### src/rtl/ahb_lite_req_bridge.sv
// AHB-Lite responder that turns each accepted address phase into one client request,
// with hold-driven wait states and a two-cycle ERROR response for illegal or failed transfers.
module ahb_lite_req_bridge #(
  parameter int unsigned AHB_ADDR_WIDTH = 32,
  parameter int unsigned AHB_DATA_WIDTH = 32
) (
  input  logic                      hclk,
  input  logic                      hreset_n,
  input  logic [AHB_ADDR_WIDTH-1:0] haddr_i,
  input  logic [AHB_DATA_WIDTH-1:0] hwdata_i,
  input  logic                      hsel_i,
  input  logic                      hwrite_i,
  input  logic [2:0]                hsize_i,
  input  logic [1:0]                htrans_i,
  input  logic                      hready_i,
  output logic                      hreadyout_o,
  output logic                      hresp_o,
  output logic [AHB_DATA_WIDTH-1:0] hrdata_o,
  output logic                      dv_o,
  output logic                      write_o,
  output logic [AHB_ADDR_WIDTH-1:0] addr_o,
  output logic [AHB_DATA_WIDTH-1:0] wdata_o,
  output logic [2:0]                size_o,
  input  logic                      hold_i,
  input  logic [AHB_DATA_WIDTH-1:0] rdata_i,
  input  logic                      error_i
);

  localparam int unsigned MAX_SIZE = (AHB_DATA_WIDTH == 64) ? 3 : 2;

  typedef enum logic [1:0] {
    ST_IDLE = 2'd0,
    ST_DATA = 2'd1,
    ST_ERR1 = 2'd2,
    ST_ERR2 = 2'd3
  } state_e;

  state_e                    state_q, state_d;
  logic [AHB_ADDR_WIDTH-1:0] addr_q, addr_d;
  logic                      write_q, write_d;
  logic [2:0]                size_q, size_d;

  logic [2:0] align_mask;
  logic       legal;
  logic       accept;
  logic       unused_htrans;

  // NONSEQ and SEQ are treated alike; only htrans[1] matters
  assign unused_htrans = htrans_i[0];

  // Transfer legality: size within the data bus and address aligned to that size
  always_comb begin
    case (hsize_i)
      3'd0:    align_mask = 3'b000;
      3'd1:    align_mask = 3'b001;
      3'd2:    align_mask = 3'b011;
      default: align_mask = 3'b111;
    endcase
    legal = (hsize_i <= 3'(MAX_SIZE)) && ((haddr_i[2:0] & align_mask) == 3'b000);
  end

  // Gating with our own hreadyout blocks accepts during hold and ERR1
  assign accept = hreset_n && hsel_i && hready_i && htrans_i[1] && hreadyout_o;

  // Response and client outputs, all decoded from the registered state
  always_comb begin
    hreadyout_o = 1'b1;
    hresp_o     = 1'b0;
    hrdata_o    = '0;
    dv_o        = 1'b0;
    write_o     = 1'b0;
    addr_o      = '0;
    wdata_o     = '0;
    size_o      = 3'd0;
    if (hreset_n) begin
      case (state_q)
        ST_DATA: begin
          dv_o        = 1'b1;
          write_o     = write_q;
          addr_o      = addr_q;
          wdata_o     = hwdata_i;
          size_o      = size_q;
          hreadyout_o = !hold_i;
          if (!hold_i && !error_i && !write_q) hrdata_o = rdata_i;
        end
        ST_ERR1: begin
          hresp_o     = 1'b1;
          hreadyout_o = 1'b0;
        end
        ST_ERR2: hresp_o = 1'b1;
        default: ;
      endcase
    end
  end

  // Next state and capture of the address phase
  always_comb begin
    state_d = state_q;
    addr_d  = addr_q;
    write_d = write_q;
    size_d  = size_q;
    if (accept) begin
      addr_d  = haddr_i;
      write_d = hwrite_i;
      size_d  = hsize_i;
    end
    case (state_q)
      ST_IDLE, ST_ERR2: begin
        if (accept) state_d = legal ? ST_DATA : ST_ERR1;
        else        state_d = ST_IDLE;
      end
      ST_DATA: begin
        if (!hold_i) begin
          if (error_i)     state_d = ST_ERR1;
          else if (accept) state_d = legal ? ST_DATA : ST_ERR1;
          else             state_d = ST_IDLE;
        end
      end
      ST_ERR1: state_d = ST_ERR2;
      default: state_d = ST_IDLE;
    endcase
  end

  always_ff @(posedge hclk) begin
    if (!hreset_n) begin
      state_q <= ST_IDLE;
      addr_q  <= '0;
      write_q <= 1'b0;
      size_q  <= 3'd0;
    end else begin
      state_q <= state_d;
      addr_q  <= addr_d;
      write_q <= write_d;
      size_q  <= size_d;
    end
  end

endmodule

### config.mk
export PLATFORM = sky130hd
export DESIGN_NAME = ahb_lite_req_bridge
export DESIGN_NICKNAME = d
export VERILOG_FILES = /design/src/rtl/ahb_lite_req_bridge.sv
export SDC_FILE = /design/constraint.sdc
export NUM_CORES = 1
export LEC_CHECK = 0
export BUFFER_PORTS_ARGS = -buffer_cell sky130_fd_sc_hd__buf_2
export CORE_AREA = 2 2 83 85
export DETAILED_ROUTE_END_ITERATION = 8
export DIE_AREA = 0 0 85 87
export PLACE_DENSITY = 0.72
export SLEW_MARGIN = 30
export SYNTH_ARGS = -nofsm -noshare
export SYNTH_HDL_FRONTEND = slang
export SYNTH_SLANG_ARGS = --single-unit
### constraint.sdc
create_clock -name hclk -period 2.64 [get_ports hclk]
set_clock_uncertainty 0.2 [all_clocks]
set_input_delay 0.528 -clock hclk [delete_from_list [all_inputs] [get_ports hclk]]
set_output_delay 0.528 -clock hclk [all_outputs]
set_load 0.02 [all_outputs]
# Word-level counts from Yosys, hierarchy flattened
# Index checks and enable logic that the tools add are counted.
[word_totals] rom_bits=0 ff_bits=38 input_bits=108 elab_cells=50 n_memories=0 mem_bits_rw=0 latch_bits=0 output_inout_bits=103
[op_classes] n_eq_ne=6 mul=0 n_lt_le_gt_ge=1 div_mod_pow=0 bitwise_logic=1 shifts=0 addsub=0 n_reduce_logical=15 muxes=23
[ops] operator="32-bit two-way mux" n=7
[ops] operator="3-bit one-hot mux with 3 select lines" n=1
[ops] operator="2-bit two-way mux" n=4
[ops] operator="1-bit logical AND" n=7
[ops] operator="1-bit two-way mux" n=7
[ops] operator="3-bit logical NOT" n=2
[ops] operator="3-bit two-way mux" n=2
[ops] operator="2-bit one-hot mux with 3 select lines" n=1
[ops] operator="2-bit equality test (second input constant)" n=2
[ops] operator="2-bit OR reduction" n=2
[ops] operator="3-bit AND" n=1
[ops] operator="3-bit by 1-bit equality test with 1-bit output (second input constant)" n=1
[ops] operator="3-bit by 2-bit equality test with 1-bit output (second input constant)" n=1
[ops] operator="3-bit by 2-bit <= comparator with 1-bit output (second input constant)" n=1
[ops] operator="1-bit logical NOT" n=3
[ops] operator="2-bit by 1-bit equality test with 1-bit output (second input constant)" n=1
[ops] operator="2-bit logical NOT" n=1
[ops] operator="2-bit != test (second input constant)" n=1
[ops] operator="1-bit one-hot mux with 2 select lines" n=1

# Logic depth before layout (Yosys ltp)
# Gate-level depths: netlist of run 1.
[logic_depth] depth_word=10 mapped_depth=8 depth_no_buf=6

# Least setup slack after synthesis of run 1
# No wires, ideal clock.
[synth_timing] path_kind="register -> output" startpoint="reg state_q[1]" endpoint="out hrdata_o[0]" path_stages_with_launch=8 setup_slack_ns=0.144 required_ns=1.912 arrival_ns=1.768 path_buffers=2 cell_sequence="dfxtp_1 inv_1 ha_1 buf_2 and2_1 nor4b_2 clkbuf_1 and2_1"
[synth_between] elab_chain_cells=3
[synth_lines] item="from (decl)" line="38" source="state_e state_q, state_d;"
[synth_lines] item="from (signal assigned)" line="131" source="state_q <= state_d;"
[synth_lines] item="2-bit by 1-bit equality test with 1-bit output" line="76" source="case (state_q)"
[synth_lines] item="32-bit two-way mux" line="76"
[synth_lines] item="32-bit two-way mux" line="75" source="if (hreset_n) begin"
[synth_lines] item="to (decl)" line="18" source="output logic [AHB_DATA_WIDTH-1:0] hrdata_o,"
# No other way between the ends.

# Worst setup path after layout of run 1
[layout_timing] startpoint="reg state_q[0]" endpoint="out hrdata_o[2]"
# The elaborated chain is that of the path after synthesis.

==> results of run 1 <==
[worst min-delay path, delay by kind of cell]
kind | cells | cell delay (ps)
AO/OA/AOI/OAI | 1 | 50
AND/OR/NAND/NOR | 1 | 30
buffers and inverters | 1 | 70
[state kept, by name, summed over array words and instances (netlist names)]
signal and flops:
state_q 2, write_q 1, addr_q 32, size_q 3
[cells in the mapped netlist]
cell type	instances
a21oi_1	2
a31oi_1	2
and2_1	34
and3_1	68
buf_2	2
buf_4	1
clkbuf_1	28
dfxtp_1	38
ha_1	2
inv_1	3
mux2_4	1
nand2_1	74
nand2b_1	1
nand4_1	1
nor2_1	2
nor2_2	1
nor3_1	1
nor4b_2	1
o21ai_0	39
o221ai_1	1
or4b_1	1
[final timing paths]
check / to / slack, ps / cells after the start
worst min register to register: addr_q[25]$_SDFFE_PN0N_ / 250 / 2
worst max register to register: state_q[1]$_SDFFE_PN0P_ / 340 / 7
worst min-delay path: addr_q[19]$_SDFFE_PN0N_ / 240 / 3
worst max-delay path: hrdata_o[2] / 150 / 6
[per-layer routing]
metal | wire length, um | track usage [%] | vias to the layer above
met2 | 3530 | 28.2 | 109
met1 | 3280 | 22.7 | 1215
met5 | 0 | 0 | -
met4 | 112 | 5.19 | 0
met3 | 626 | 5.31 | 10
li1 | - | - | 1391
[timing repair]
action,in CTS,in global routing
buffers inserted,0,0
endpoints found under the setup margin,0,32
gates resized for setup,0,16
[report_power, final]
| part | switching, mW | total (mW) | leakage [nW] | internal (mW) |
|---|---|---|---|---|
| combinational | 0.0689 | 0.143 | 1.71 | 0.0736 |
| sequential | 0.00875 | 0.602 | 0.309 | 0.594 |
| clock | 0.193 | 0.404 | 0.0482 | 0.211 |
| total | 0.271 | 1.15 | 2.06 | 0.878 |
[per-stage QoR]
| stage | power [mW] | utilization (%) | setup WS (ps) | hold slack (ps) |
|---|---|---|---|---|
| after CTS | 1.16 | 50.4 | 95.8 | 228 |
| after floorplan | 0.665 | - | 144 | 231 |
| final | 1.15 | 51.3 | 151 | 238 |
| after detailed placement | 0.757 | 49.0 | 307 | 247 |
| after global placement | 0.755 | 49.0 | 333 | 239 |
| after global routing | 1.22 | 51.3 | 1.10 | 233 |
[cell usage in the layout (no fill, tap or decap), drive strengths merged, types with 3 or more instances in the layout]
master / instances
buf: 217
nand2: 74
and3: 68
o21ai: 39
dfxtp: 38
and2: 34
clkbuf: 7
inv: 3
nor2: 3
[area by class of cell]
| cell class | instances | area (um2) |
|---|---|---|
| fillers | 678 | 3200 |
| multi-input cells | 231 | 1260 |
| repair buffers | 217 | 1150 |
| flip-flops and latches | 38 | 762 |
| well taps | 80 | 100 |
| clock buffers | 7 | 86.3 |
| inverters | 3 | 11.3 |
| clock inverters | 1 | 5.00 |
[cells by family (layout without fill, tap and decap cells)]
logic type	Yosys count	count (layout)	share of synthesized area, %
AOI/OAI and AO/OA	44	44	10.6
adders and majority gates	2	2	1.17
buffers and inverters	34	228	6.28
DFF	38	38	35.7
muxes	1	1	0.704
and+or+nand+nor	184	184	45.6
==> flow_metrics.tcl, run 1 <==
set metrics [dict create \
    rsz0062_at_grt "no" \
    path_clk_slew_ps 70 \
    hp-start "haddr_i[19]" \
    cp_top_family "simple AND/OR/NAND/NOR gates" \
    rows 30 \
    startpoint_type "flip-flop" \
    outcome "complete, no violations" \
    crit_top_cell "buf_4" \
    synth.yosys.seq_area_share_pct 35.7 \
    drt-total-wl_um 7540 \
    antenna_found_initial 0 \
    critical-path-max-stage-delay_ps 360 \
    core_mm2 0.00657 \
    boundaryPins 211 \
    gr-total-overflow 0 \
    max_clock_freq_mhz 402 \
    synth_area_leaders "dfxtp_1 36%, and3_1 20%, nand2_1 13%" \
    drt_iter0_drc 81 \
    synth_top_cell_by_area "dfxtp_1" \
    crit_type "reg2out" \
    hold_path.class "in2reg" \
    leakage_nw 2.06 \
    irDropWorstVdd_v 0.000304 \
    viasPerCell 4.72 \
    slew_headroom_pct 75.9 \
    nets 606 \
    layout_min_cycle_time_ps 2490 \
    drtPass1Iterations 4 \
    yosysWarnings 0 \
    cts.htree.levels 2 \
    die_area_mm2 0.00740 \
    clk_latency_ps 280 \
    placed_cells 567 \
    cts_root_buf "clkbuf_8" \
    diodes 0 \
    post-dp-hpwl_um 5540 \
    cp_slowest_cell "dfxtp_1" \
    end_kind "output pin" \
    place.gp.congestion 0.986 \
    track_usage_pct 17.5 \
    path_cells "ha_2, and2_4, nor4b_4, buf_4, and2_1, buf_4" \
    r2r-start "state_q[0]$_SDFFE_PN0P_" \
    die_x_um 85 \
    startpoint "state_q[0]$_SDFFE_PN0P_" \
    portBuffers 209 \
    netlist_area_mm2 0.00213 \
    cts_buffers 5 \
    setup_violations 0 \
    drtAntennaViolNets 0 \
    crit_buf_inv 2 \
    max_cap_viol_count 0 \
    cts_tree "built" \
    cts.sinks 38 \
    ys_seq_elements 38 \
    p_per_area_mw_per_mm2 341 \
    fin_cells 577 \
    dpl_cell_area_mm2 0.00322 \
    die_height_um 87 \
    finalCritPeriodShare_pct 94.3 \
    drc_errors 0 \
    timing_worst_slew_pin_value_ps 361 \
    start_util_pct 32.5 \
    synth_nets 413 \
    grt_pass1_wl_um 10600 \
    avgSynthCellArea_um2 7.04 \
    grt_start_max_net_pins 110 \
    synth_cell_type_count 21 \
    grt_pass1_vias 2195 \
    report.final.slew_viol_count 0 \
    syn-instance-count 303 \
    clockBufferDepth 2 \
    synth_top_area_share_pct 35.7 \
    worstPathRequired_ps 1910 \
    fin_tns_setup_ps 0 \
    worstPathMaxFanout 8 \
    via_count 2725 \
    crit_arrival_ps 1760 \
    cts-hold-fix-buffers 0 \
    hold_violations 0 \
    syn2layout_area_growth_pct 57.9 \
    wire_per_inst_um 13.1 \
    postLayoutCellArea_mm2 0.00337 \
    drive_above_1_share_pct 46.3 \
]
No activity file was read; power rests on OpenSTA's default activity.
==> inputs of run 2 (changes only) <==
==> constraint.sdc (replaced) <==
create_clock -name hclk -period 2.5 [get_ports hclk]
set_clock_uncertainty 0.2 [all_clocks]
set_input_delay 0.5 -clock hclk [delete_from_list [all_inputs] [get_ports hclk]]
set_output_delay 0.5 -clock hclk [all_outputs]
set_load 0.02 [all_outputs]
==> run 2 against run 1 <==
  * Global-route usage rose by 0.69 points
  * Setup slack got worse by 99 ps
  * Clock power rose by 1%
  * Die area did not move
  * Power rose by 4.6%
  * Hold slack got worse by 24 ps
  * Largest power group unchanged
  * Combinational power rose by 9.8%
  * Count of clock-buffer cells in the layout fell by 1
  * Cell area rose by 7.5%
==> flow_metrics.tcl, run 2 (synthesized netlist as in run 1, its figures left out) <==
set metrics [dict create \
    outcome "complete, no violations" \
    grt_start_max_net_pins 110 \
    worst_slack_ps 52.0 \
    max_clock_freq_mhz 408 \
    r2r_setup_slack_ps 260 \
    irDropWorstVdd_v 0.000269 \
    drive_above_1_share_pct 51.7 \
    startpoint_type "flip-flop" \
    worstPathRequired_ps 1800 \
    finalPower_mw 1.20 \
    portBuffers 209 \
    n_fill_cell 621 \
    end_kind "output pin" \
    place.gp.congestion 0.961 \
    die_area_mm2 0.00740 \
    diodes 0 \
    grt_pass1_wl_um 10900 \
    reg_top3 "addr_q (32), size_q (3), state_q (2)" \
    path_clk_slew_ps 70 \
    p_int_uw 919 \
    cts.sinks 38 \
    wl_met3_um 555 \
    report.final.slew_viol_count 0 \
    grt_pass1_vias 2181 \
    wl_met2_um 4040 \
    leakage_nw 2.13 \
    drtAntennaViolNets 0 \
    cts.htree.levels 2 \
    nets 610 \
    p_sw_uw 283 \
    viasPerCell 4.78 \
    timing.rr.end "state_q[1]$_SDFFE_PN0P_" \
    core_mm2 0.00657 \
    finalCritPeriodShare_pct 97.9 \
    hold_path.class "in2reg" \
    cts-hold-fix-buffers 0 \
    boundaryPins 211 \
    crit_arrival_ps 1750 \
    hold_violations 0 \
    final_util_pct 55.1 \
    gr-total-overflow 0 \
    switching_share_pct 23.5 \
    p_per_area_mw_per_mm2 332 \
    fin_cells 579 \
    cts_buffers 5 \
    fin_tns_setup_ps 0 \
    final_common_cell "buf_2" \
    via_count 2769 \
    post-dp-hpwl_um 5550 \
    rows 30 \
    fin_hold_ws_ps 213 \
    dp_slack_ps 197 \
    top_layer_used "met4" \
    cts_tree "built" \
    layout_min_cycle_time_ps 2450 \
    antenna_found_initial 0 \
    track_usage_pct 18.2 \
    largest_register "addr_q" \
    drt_iter0_drc 122 \
    slew_headroom_pct 75.9 \
    largest_register_ffs 32 \
    timing_worst_slew_pin_value_ps 361 \
    drc_errors 0 \
    multi_input_area_mm2 0.00133 \
    start_util_pct 32.5 \
    hp-start "haddr_i[7]" \
    wire_per_inst_um 14.2 \
    wl_met1_um 3510 \
    crit_type "reg2out" \
    clk_latency_ps 280 \
    reg2regPathDepth 8 \
    clockBufferDepth 2 \
    whs_path_depth 3 \
    final-seq-area_um2 763 \
    clkPwrFrac_pct 33.9 \
    dpl_cell_area_mm2 0.00322 \
    layout_common_cells "177 x buf_2, 74 x nand2_1, 68 x and3_1" \
    die_height_um 87 \
    cts_root_buf "clkbuf_8" \
    placed_cells 567 \
    syn2layout_area_growth_pct 69.7 \
    power_frac_comb_pct 13.1 \
    drt-total-wl_um 8200 \
    die_x_um 85 \
    postLayoutCellArea_mm2 0.00362 \
    p_seq_share_pct 53.0 \
    drtPass1Iterations 4 \
    worstPathMaxFanout 8 \
    min_to "addr_q[7]$_SDFFE_PN0N_" \
    setup_violations 0 \
    r2r-start "state_q[1]$_SDFFE_PN0P_" \
    max_cap_viol_count 0 \
]
-- run 2: cell count changes in the layout (fill, tap and decap cells not counted), moves of 2 or more --
| cell | delta |
|---|---|
| buf_6 | +25 |
| and2_1 | -23 |
| and2_4 | +23 |
| buf_2 | -24 |
| buf_4 | +2 |
-- run 2: worst max-delay path, stage by stage (launching register included) --
cell and delay (ps):
dfxtp_2 340, inv_2 60, ha_4 130, and2_4 140, nor4b_4 190, buf_4 190
buf_6 140, and2_1 140, buf_4 140
-- run 2: cell type report --
| cell class | instances | share of cell area (%) |
|---|---|---|
| clock buffer | 6 | 2.28 |
| inverter | 3 | 0.311 |
| multi-input combinational | 231 | 36.6 |
| sequential | 38 | 21.1 |
| tap | 80 | 2.77 |
| timing repair buffer | 221 | 37.0 |
-- run 2: power groups by stage --
stage	registers [mW]	logic, mW	clock network [mW]
2_1_floorplan	0.647	0.0550	0
3_3_place_gp	0.649	0.148	0
3_5_place_dp	0.650	0.150	0
4_1_cts	0.636	0.152	0.424
5_1_grt	0.639	0.176	0.453
6_report	0.637	0.157	0.408
-- run 2: what timing repair did --
item | 4_1_cts | 5_1_grt
setup endpoints to repair | 32 | 33
gates cloned | 1 | 2
pin swaps | 0 | 3
gates resized for setup | 3 | 91
buffers inserted | 0 | 3
-- run 2: worst max path at each step --
stage / startpoint / end / slack, ps / cells after the start
2_1_floorplan: state_q[1]$_SDFFE_PN0P_ / hrdata_o[0] / 30 / 7
3_3_place_gp: hreset_n / state_q[1]$_SDFFE_PN0P_ / 240 / 7
3_5_place_dp: state_q[1]$_SDFFE_PN0P_ / state_q[1]$_SDFFE_PN0P_ / 200 / 8
4_1_cts: state_q[1]$_SDFFE_PN0P_ / hrdata_o[27] / -10 / 7
5_1_grt: state_q[1]$_SDFFE_PN0P_ / hrdata_o[27] / -30 / 8
6_report: state_q[1]$_SDFFE_PN0P_ / hrdata_o[27] / 50 / 8
-- run 2: routing by layer --
layer  vias up  global-route usage [%]
li1       1397                       -
met1      1255                    24.6
met2       106                    29.0
met3        11                    4.64
met4         0                    5.05
met5         -                       0
==> inputs of run 3 (changes only) <==
--- a/config.mk
+++ b/config.mk
@@ -6,10 +6,9 @@
 export NUM_CORES = 1
 export LEC_CHECK = 0
 export BUFFER_PORTS_ARGS = -buffer_cell sky130_fd_sc_hd__buf_2
-export CORE_AREA = 2 2 83 85
+export CORE_UTILIZATION = 33
 export DETAILED_ROUTE_END_ITERATION = 8
-export DIE_AREA = 0 0 85 87
-export PLACE_DENSITY = 0.72
+export PLACE_DENSITY = 0.75
 export SLEW_MARGIN = 30
 export SYNTH_ARGS = -nofsm -noshare
 export SYNTH_HDL_FRONTEND = slang
==> constraint.sdc (replaced) <==
create_clock -name hclk -period 2 [get_ports hclk]
set_clock_uncertainty 0.2 [all_clocks]
set_input_delay 0.4 -clock hclk [delete_from_list [all_inputs] [get_ports hclk]]
set_output_delay 0.4 -clock hclk [all_outputs]
set_load 0.02 [all_outputs]
==> run 3 against run 2 <==
  * The flow now finishes with violations (setup timing)
  * Routed wire length grew 0.22%
  * Sequential share of layout area is 0.94 points lower
  * Setup slack worse by 290 ps
  * Largest cell class unchanged
  * Critical endpoint is now hrdata_o[7]
  * Clock power increased by 32%
  * Hold slack got worse by 110 ps
  * Largest power group unchanged
  * Cell count did not move
  * First-iteration DRC count down 20%
  * Power increased by 28%
  * Utilization grew 7.6 points
  * Flip-flop and latch count is the same
  * Global-route usage is 2.3 points higher
  * Count of clock-buffer cells in the layout rose by 1
==> flow_metrics.tcl, run 3 (synthesized netlist as in run 1, its figures left out) <==
set metrics [dict create \
    outcome "finished with violations" \
    violations "setup timing" \
    gr-total-overflow 0 \
    core_mm2 0.00606 \
    max_clock_freq_mhz 446 \
    cts_root_buf "clkbuf_8" \
    n_fill_cell 541 \
    rows 28 \
    viasPerCell 4.82 \
    cts_buffers 5 \
    worstPathMaxFanout 32 \
    critical-path-max-stage-delay_ps 370 \
    wl_met3_um 579 \
    start_util_pct 35.2 \
    syn2layout_area_growth_pct 78.2 \
    irDropWorstVdd_v 0.000484 \
    drt_iter0_drc 97 \
    setup_violations 102 \
    boundaryPins 211 \
    largest_register_ffs 32 \
    hold_violations 0 \
    drive_above_1_share_pct 53.8 \
    diodes 0 \
    report.final.slew_viol_count 0 \
    clockBufferDepth 2 \
    slew_headroom_pct 83.0 \
    wl_met1_um 3130 \
    wire_per_inst_um 14.2 \
    max_cap_viol_count 0 \
    grt_pass1_wl_um 10600 \
    timing.rr.end "state_q[0]$_SDFFE_PN0P_" \
    startpoint_type "flip-flop" \
    drt-total-wl_um 8220 \
    crit_type "reg2out" \
    whs_path_depth 3 \
    leakage_nw 2.18 \
    hp-start "haddr_i[17]" \
    grt_pass1_vias 2230 \
    final_util_pct 62.7 \
    clk_latency_ps 280 \
    crit_buf_inv 2 \
    cts.sinks 38 \
    antenna_found_initial 0 \
    worstPathRequired_ps 1400 \
    reg_top3 "addr_q (32), size_q (3), state_q (2)" \
    worst_slack_ps -242 \
    top_layer_used "met4" \
    layout_common_cells "171 x buf_2, 73 x nand2_1, 68 x and3_1" \
    cp_slowest_cell "dfxtp_4" \
    die_area_mm2 0.00679 \
    layout_min_cycle_time_ps 2240 \
    die_x_um 82.4 \
    hold_path.class "in2reg" \
    drtAntennaViolNets 0 \
    placed_cells 567 \
    grt_start_max_net_pins 76 \
    track_usage_pct 20.6 \
    cp_top_family "simple AND/OR/NAND/NOR gates" \
    finalPower_mw 1.54 \
    wl_met2_um 4400 \
    fin_cells 579 \
    post-dp-hpwl_um 5510 \
    r2r-start "state_q[0]$_SDFFE_PN0P_" \
    path_cells "ha_4, and2_4, nor4b_4, buf_12, and2_2, buf_6" \
    finalCritPeriodShare_pct 112 \
    rsz0062_at_grt "yes" \
    drc_errors 0 \
    cts.htree.levels 2 \
    fin_tns_setup_ps -11760 \
    final_common_cell "buf_2" \
    end_kind "output pin" \
    p_per_area_mw_per_mm2 406 \
    place.gp.congestion 0.770 \
    via_count 2788 \
    path_clk_slew_ps 70 \
    reg2regPathDepth 6 \
    largest_register "addr_q" \
    crit_arrival_ps 1640 \
    cts_tree "built" \
    timing_worst_slew_pin_value_ps 254 \
    die_height_um 82.4 \
    r2r_setup_slack_ps -20 \
    min_to "addr_q[17]$_SDFFE_PN0N_" \
    drtPass1Iterations 4 \
    cts-hold-fix-buffers 0 \
    portBuffers 209 \
    nets 613 \
]
## run 3: cell count changes in the layout (fill, tap and decap cells not counted), sizes merged
| cell | change |
|---|---|
| buf | +1 |
| clkbuf | +3 |
| clkinv | +1 |
## run 3: through the flow
stage	setup WS (ps)	cell area, um2	hold WS (ps)
2_1_floorplan	-33.5	2210	231
6_report	-242	3800	106
4_1_cts	-286	3670	99.0
3_3_place_gp	2.06	3370	238
5_1_grt	-333	3800	114
3_5_place_dp	-13.4	3370	247
## run 3: worst max path at each step
stage,start,to,slack (ps),depth (start not counted)
floorplan,state_q[1]$_SDFFE_PN0P_,hrdata_o[0],-30,7
global placement,hreset_n,hrdata_o[7],2,6
detailed placement,hreset_n,hrdata_o[25],-10,6
CTS,state_q[0]$_SDFFE_PN0P_,hrdata_o[25],-290,6
global route,state_q[1]$_SDFFE_PN0P_,hrdata_o[7],-330,7
finish,state_q[0]$_SDFFE_PN0P_,hrdata_o[7],-240,6
## run 3: timing repair
item | CTS | global route
endpoints found under the setup margin | 77 | 101
gates cloned | 0 | 3
buffers inserted | 0 | 1
pin swaps | 0 | 2
resized for setup | 67 | 17
## run 3: worst min-delay path: stages
cell and delay, ps:
buf_2 70, nand2_1 30, o21ai_0 50
## run 3: final cells by class
| cell class | instances | area, um2 | area share [%] |
|---|---|---|---|
| clock buffer | 7 | 86.3 | 2.27 |
| clock inverter | 1 | 5.00 | 0.132 |
| inverter | 3 | 11.3 | 0.296 |
| multi-input combinational | 231 | 1320 | 34.8 |
| sequential | 38 | 766 | 20.1 |
| tap | 75 | 93.8 | 2.47 |
| timing repair buffer | 224 | 1520 | 39.9 |
## run 3: power by group
part           switching [mW]  internal (mW)  leakage, nW
sequential             0.0126          0.782        0.310
combinational          0.0966          0.112         1.82
clock                   0.260          0.278       0.0482
## run 3: routing by layer
metal | vias up | GRT usage [%]
met1 | 1264 | 21.8
met3 | 10 | 4.40
met5 | - | 0
li1 | 1401 | -
met4 | 0 | 6.67
met2 | 113 | 39.8
